### src/rtl/seg_scan_sched.sv
// seg_scan_sched: 8-digit seven-segment scan scheduler arbitrating between
// a live source A frame and a latched source B frame granted at frame
// boundaries, with per-digit blinking.
// Optional build macro SEG_LZ_SUPPRESS_EN: blank leading zero digits
// (7 down to 1) of the active source frame.
module seg_scan_sched #(
    parameter int NUM_DIG  = 8,
    parameter int BLINK_MS = 500,
    parameter int HOLD_MS  = 2000
) (
    input  logic        clk_1kHz,
    input  logic        rst_n,
    input  logic        enable,
    input  logic [39:0] a_digits,
    input  logic        b_req,
    input  logic [39:0] b_digits,
    input  logic [7:0]  blink_mask,
    output logic        b_ack,
    output logic        src_b,
    output logic [2:0]  cs_pointer,
    output logic [4:0]  dig_ctrl,
    output logic        blank
);

    localparam int HOLD_W  = $clog2(HOLD_MS + 1);
    localparam int BLINK_W = $clog2(BLINK_MS + 1);
    localparam logic [2:0]         LAST_DIG   = 3'(NUM_DIG - 1);
    localparam logic [HOLD_W-1:0]  HOLD_LAST  = HOLD_W'(HOLD_MS - 1);
    localparam logic [BLINK_W-1:0] BLINK_LAST = BLINK_W'(BLINK_MS - 1);

    typedef enum logic [1:0] {IDLE, SCAN_A, SCAN_B} state_t;

    state_t             state, state_nxt;
    logic [2:0]         ptr_nxt;
    logic [4:0]         dig_nxt;
    logic               blank_nxt, ack_nxt, srcb_nxt;
    logic [HOLD_W-1:0]  hold_cnt, hold_nxt;
    logic [BLINK_W-1:0] blink_cnt;
    logic               blink_on, blink_on_nxt, blink_wrap;
    logic [39:0]        b_frame, frame_nxt, show_frame;
    logic [7:0]         supp_mask;
    logic               active, at_boundary;

    // Select the 5-bit code of one digit from a packed frame.
    function automatic logic [4:0] digit_of(input logic [39:0] frame, input logic [2:0] idx);
        return frame[5*idx +: 5];
    endfunction

    // Hold counter stops at its last value so an expired hold stays expired
    // until the scan reaches the frame boundary.
    function automatic logic [HOLD_W-1:0] hold_sat(input logic [HOLD_W-1:0] cnt);
        return (cnt == HOLD_LAST) ? cnt : cnt + 1'b1;
    endfunction

`ifdef SEG_LZ_SUPPRESS_EN
    // Digit k (k >= 1) is a leading zero when it and every higher digit are code 0.
    function automatic logic [7:0] lz_mask(input logic [39:0] frame);
        logic [7:0] m;
        logic       run;
        m   = '0;
        run = 1'b1;
        for (int k = 7; k >= 1; k--) begin
            run  = run & (frame[5*k +: 5] == 5'd0);
            m[k] = run;
        end
        return m;
    endfunction
`endif

    assign blink_wrap   = (blink_cnt == BLINK_LAST);
    assign blink_on_nxt = blink_wrap ? ~blink_on : blink_on;
    assign at_boundary  = (cs_pointer == LAST_DIG);

    // Free-running blink timebase; the phase starts in the on half.
    always_ff @(posedge clk_1kHz or negedge rst_n) begin
        if (!rst_n) begin
            blink_cnt <= '0;
            blink_on  <= 1'b1;
        end else if (blink_wrap) begin
            blink_cnt <= '0;
            blink_on  <= ~blink_on;
        end else begin
            blink_cnt <= blink_cnt + 1'b1;
        end
    end

    // Next state and next registered outputs; the digit view is computed for
    // the pointer value of the coming cycle so outputs stay aligned.
    always_comb begin
        state_nxt  = state;
        ptr_nxt    = cs_pointer;
        ack_nxt    = 1'b0;
        srcb_nxt   = src_b;
        hold_nxt   = hold_cnt;
        frame_nxt  = b_frame;
        show_frame = a_digits;
        active     = 1'b0;
        if (!enable) begin
            state_nxt = IDLE;
            ptr_nxt   = 3'd0;
            srcb_nxt  = 1'b0;
            hold_nxt  = '0;
        end else begin
            case (state)
                IDLE: begin
                    state_nxt = SCAN_A;
                    ptr_nxt   = 3'd0;
                    active    = 1'b1;
                end
                SCAN_A: begin
                    active = 1'b1;
                    if (at_boundary && b_req) begin
                        state_nxt  = SCAN_B;
                        ptr_nxt    = 3'd0;
                        ack_nxt    = 1'b1;
                        srcb_nxt   = 1'b1;
                        hold_nxt   = '0;
                        frame_nxt  = b_digits;
                        show_frame = b_digits;
                    end else begin
                        ptr_nxt = cs_pointer + 3'd1;
                    end
                end
                SCAN_B: begin
                    active     = 1'b1;
                    show_frame = b_frame;
                    if (at_boundary && (hold_cnt == HOLD_LAST)) begin
                        state_nxt  = SCAN_A;
                        ptr_nxt    = 3'd0;
                        srcb_nxt   = 1'b0;
                        hold_nxt   = '0;
                        show_frame = a_digits;
                    end else begin
                        ptr_nxt  = cs_pointer + 3'd1;
                        hold_nxt = hold_sat(hold_cnt);
                    end
                end
                default: begin
                    state_nxt = IDLE;
                    ptr_nxt   = 3'd0;
                    srcb_nxt  = 1'b0;
                    hold_nxt  = '0;
                end
            endcase
        end
`ifdef SEG_LZ_SUPPRESS_EN
        supp_mask = lz_mask(show_frame);
`else
        supp_mask = '0;
`endif
        if (active) begin
            dig_nxt   = digit_of(show_frame, ptr_nxt);
            blank_nxt = (~blink_on_nxt & blink_mask[ptr_nxt]) | supp_mask[ptr_nxt];
        end else begin
            dig_nxt   = 5'd0;
            blank_nxt = 1'b1;
        end
    end

    // State, B latch and registered outputs.
    always_ff @(posedge clk_1kHz or negedge rst_n) begin
        if (!rst_n) begin
            state      <= IDLE;
            cs_pointer <= 3'd0;
            dig_ctrl   <= 5'd0;
            blank      <= 1'b1;
            b_ack      <= 1'b0;
            src_b      <= 1'b0;
            hold_cnt   <= '0;
            b_frame    <= '0;
        end else begin
            state      <= state_nxt;
            cs_pointer <= ptr_nxt;
            dig_ctrl   <= dig_nxt;
            blank      <= blank_nxt;
            b_ack      <= ack_nxt;
            src_b      <= srcb_nxt;
            hold_cnt   <= hold_nxt;
            b_frame    <= frame_nxt;
        end
    end

endmodule

### config.mk
export PLATFORM = sky130hd
export DESIGN_NAME = seg_scan_sched
export DESIGN_NICKNAME = d
export VERILOG_FILES = /design/src/rtl/seg_scan_sched.sv
export SDC_FILE = /design/constraint.sdc
export NUM_CORES = 1
export LEC_CHECK = 0
export BUFFER_PORTS_ARGS = -buffer_cell sky130_fd_sc_hd__buf_2
export CORE_MARGIN = 2
export CORE_UTILIZATION = 37
export DETAILED_ROUTE_END_ITERATION = 10
export GPL_TIMING_DRIVEN = 0
export PLACE_DENSITY = 0.69
export SLEW_MARGIN = 20
export SYNTH_ARGS = -nofsm -noshare
export SYNTH_HDL_FRONTEND = slang
export SYNTH_SLANG_ARGS = --single-unit
### constraint.sdc
create_clock -name clk_1kHz -period 7.3 [get_ports clk_1kHz]
set_clock_uncertainty 0.1 [all_clocks]
set_input_delay 0.365 -clock clk_1kHz [delete_from_list [all_inputs] [get_ports clk_1kHz]]
set_output_delay 0.365 -clock clk_1kHz [all_outputs]
set_load 0.05 [all_outputs]
==> results.cfg <==
[global_route]
grt_pass1_wl_mm = 18.51
grt_usage = 0.2065
antenna_found_initial = 0
grt_max_degree = 47
gr-total-overflow = 0
first_global_vias = 3653

[die]
dieArea_sq_um = 12030
io_pins = 103
core_sq_um = 10890
die_height_um = 109.7
start_util = 0.3795
die_w_um = 109.7
num_rows = 38

[power]
power_w = 0.0008460
leakage_nw = 2.424
ir_drop_mv = 0.07185
power_density_nw_per_um2 = 167.9

[logic_synthesis]
synthTopCellsByCount = dfrtp_1, a21oi_1, mux2_2
async_flop_share = 1.000
yosys.area.top_type = dfrtp_1
synthTopCellsByArea = dfrtp_1, mux2_2, a21oi_1
yosysSeqAreaShare = 0.4488
syn_inst = 407
yosysTopAreaCellShare = 0.4361
yosys_warnings = 0
yosysMostFrequentCell = dfrtp_1
synth.avg_cell_area_sq_um = 10.15
synth_flop_cell = dfrtp_1
syn-cell-area_sq_um = 4131
ys_ff_latch = 74
postSynthNetCount = 507
synth_edf_count = 0
ys_types = 53

[setup_path]
r2r_setup_slack_ns = 4.10
startpoint_type = flop
r2r_cells = 10
crit_path_end_kind = flop
crit_required_ns = 7.47
cp_max_fo = 10
r2r-start = cs_pointer[0]
worstPathArrival_ns = 3.37
r2r_end = dig_ctrl[1]
worst-setup-path-type = flop to flop

[detailed_routing]
post-route-drc-count = 0
ant_nets = 0
vias = 3727
met3_length_um = 648
dr_wl_met2_mm = 5.922
via_per_inst = 5.588
highest-signal-layer = met4
finalWirelength_mm = 12.23
first_pass_iters = 4
routedWlPerCell_um = 18.33
drt_iter0_markers = 294
wl_met1_mm = 5.351

[place]
port_buffers = 102
place_congestion = 0.8724
place_hpwl_mm = 9.171

[finish]
drive_above_1_share = 0.3359
fillCellCount = 1031
fin_util = 0.4627
syn_to_final_growth_pct = 21.93
final_nets = 622
insertedDiodeCount = 0

[timing]
slew_headroom = 0.4268
setup-tns-final_ns = 0
worstMarginPinSlew_ns = 0.8491
post-route-period-util = 0.4386
hold_violations = 0
drv_slew = 0
rsz0062_at_grt = no
hold_ws_ns = 0.1239
fmax_mhz = 312.3
min_period_ns = 3.202
setup_viol_count_final = 0

[worst_hold_path]
holdPathStages = 3
hold_start = b_digits[28]
worstHoldPathType = input pin to flop
worstHoldEndpoint = b_frame[28]

[clocking]
clkLatencyLatePin_ns = 0.36
cts_max_level = 3
cts_tree = done
cts.sinks = 74
clock_path_buffers = 2
cts_buffers = 9
cts-root-buf = clkbuf_8
cts.clk_slew.worst_paths_ns = 0.09

[status]
status = finished, final reports clean

[job]
cap_viol_max_count = 0
==> sequential cells by signal, indices dropped and copies added (netlist names), 2 cells and up <==
name        flops
blink_cnt       9
dig_ctrl        5
state           2
cs_pointer      3
b_frame        40
hold_cnt       11
==> cell usage in the layout (no fill, tap or decap), types with 12 or more instances in the layout <==
cell type / instances
a21oi_1: 39
a221o_1: 17
a221oi_1: 12
a22oi_1: 12
buf_2: 105
clkbuf_1: 15
dfrtp_1: 72
mux2_2: 39
nand2_1: 35
nand3_1: 13
nor2_1: 29
o21ai_0: 16
==> power breakdown <==
group | internal (W) | total, W | switching, W
logic | 0.0000505 | 0.000127 | 0.0000768
clock network | 0.000135 | 0.000302 | 0.000168
registers | 0.000414 | 0.000416 | 0.00000270
total | 0.000599 | 0.000846 | 0.000247
==> worst max path at each step <==
stage | end | slack, ns | start
2_1_floorplan | dig_ctrl[3] | 4.57 | cs_pointer[0]
3_3_place_gp | dig_ctrl[4] | 4.21 | cs_pointer[0]
3_5_place_dp | dig_ctrl[1] | 4.20 | cs_pointer[0]
4_1_cts | dig_ctrl[1] | 4.15 | cs_pointer[0]
5_1_grt | dig_ctrl[1] | 3.89 | cs_pointer[0]
6_report | dig_ctrl[1] | 4.10 | cs_pointer[0]
==> timing repair <==
item / in CTS / in global routing
hold endpoints to repair: 27 / 0
hold buffers: 1 / 0
buffers inserted: 0 / 0
gates resized for setup: 0 / 0
==> routing by layer <==
layer	GRT usage	vias up
met5	0	-
met4	0.08228	0
met3	0.03675	18
met2	0.3413	113
met1	0.2683	1832
li1	-	1764
==> final cells by class <==
cell class,instances,area (sq um),area share
Buffer,24,117.6,0.02335
Clock buffer,11,141.4,0.02807
Clock inverter,5,38.79,0.007700
Inverter,10,37.54,0.007452
Multi-Input combinational cell,299,2122,0.4213
Sequential cell,74,1854,0.3681
Tap cell,140,175.2,0.03477
Timing Repair Buffer,104,550.5,0.1093
==> per-stage QoR <==
stage                     area, sq um  std cells  setup WS [ns]
after floorplan                  4131        407          4.573
after global placement           4817        649          4.214
after detailed placement         4847        650          4.196
after CTS                        5037        667          4.153
after global routing             5037        667          3.887
final                            5037        667          4.098
==> logic make-up after synthesis <==
| group | Yosys count | share of synthesized area |
|---|---|---|
| compound gates | 128 | 0.2220 |
| xor+xnor | 13 | 0.02756 |
| fa+ha+maj | 8 | 0.02423 |
| buf+inv | 34 | 0.03755 |
| flops | 74 | 0.4488 |
| mux | 41 | 0.1111 |
| simple gates | 109 | 0.1287 |
==> critical path: stages (launching register included) <==
cell	delay, ns
dfrtp_1	0.42
ha_1	0.19
ha_1	0.23
and3_1	0.26
clkbuf_1	0.46
buf_1	0.43
buf_1	0.45
a221oi_1	0.17
a21oi_1	0.16
a21oi_1	0.07
o22ai_1	0.17
Note: power is estimated with default switching activity, not from simulation.
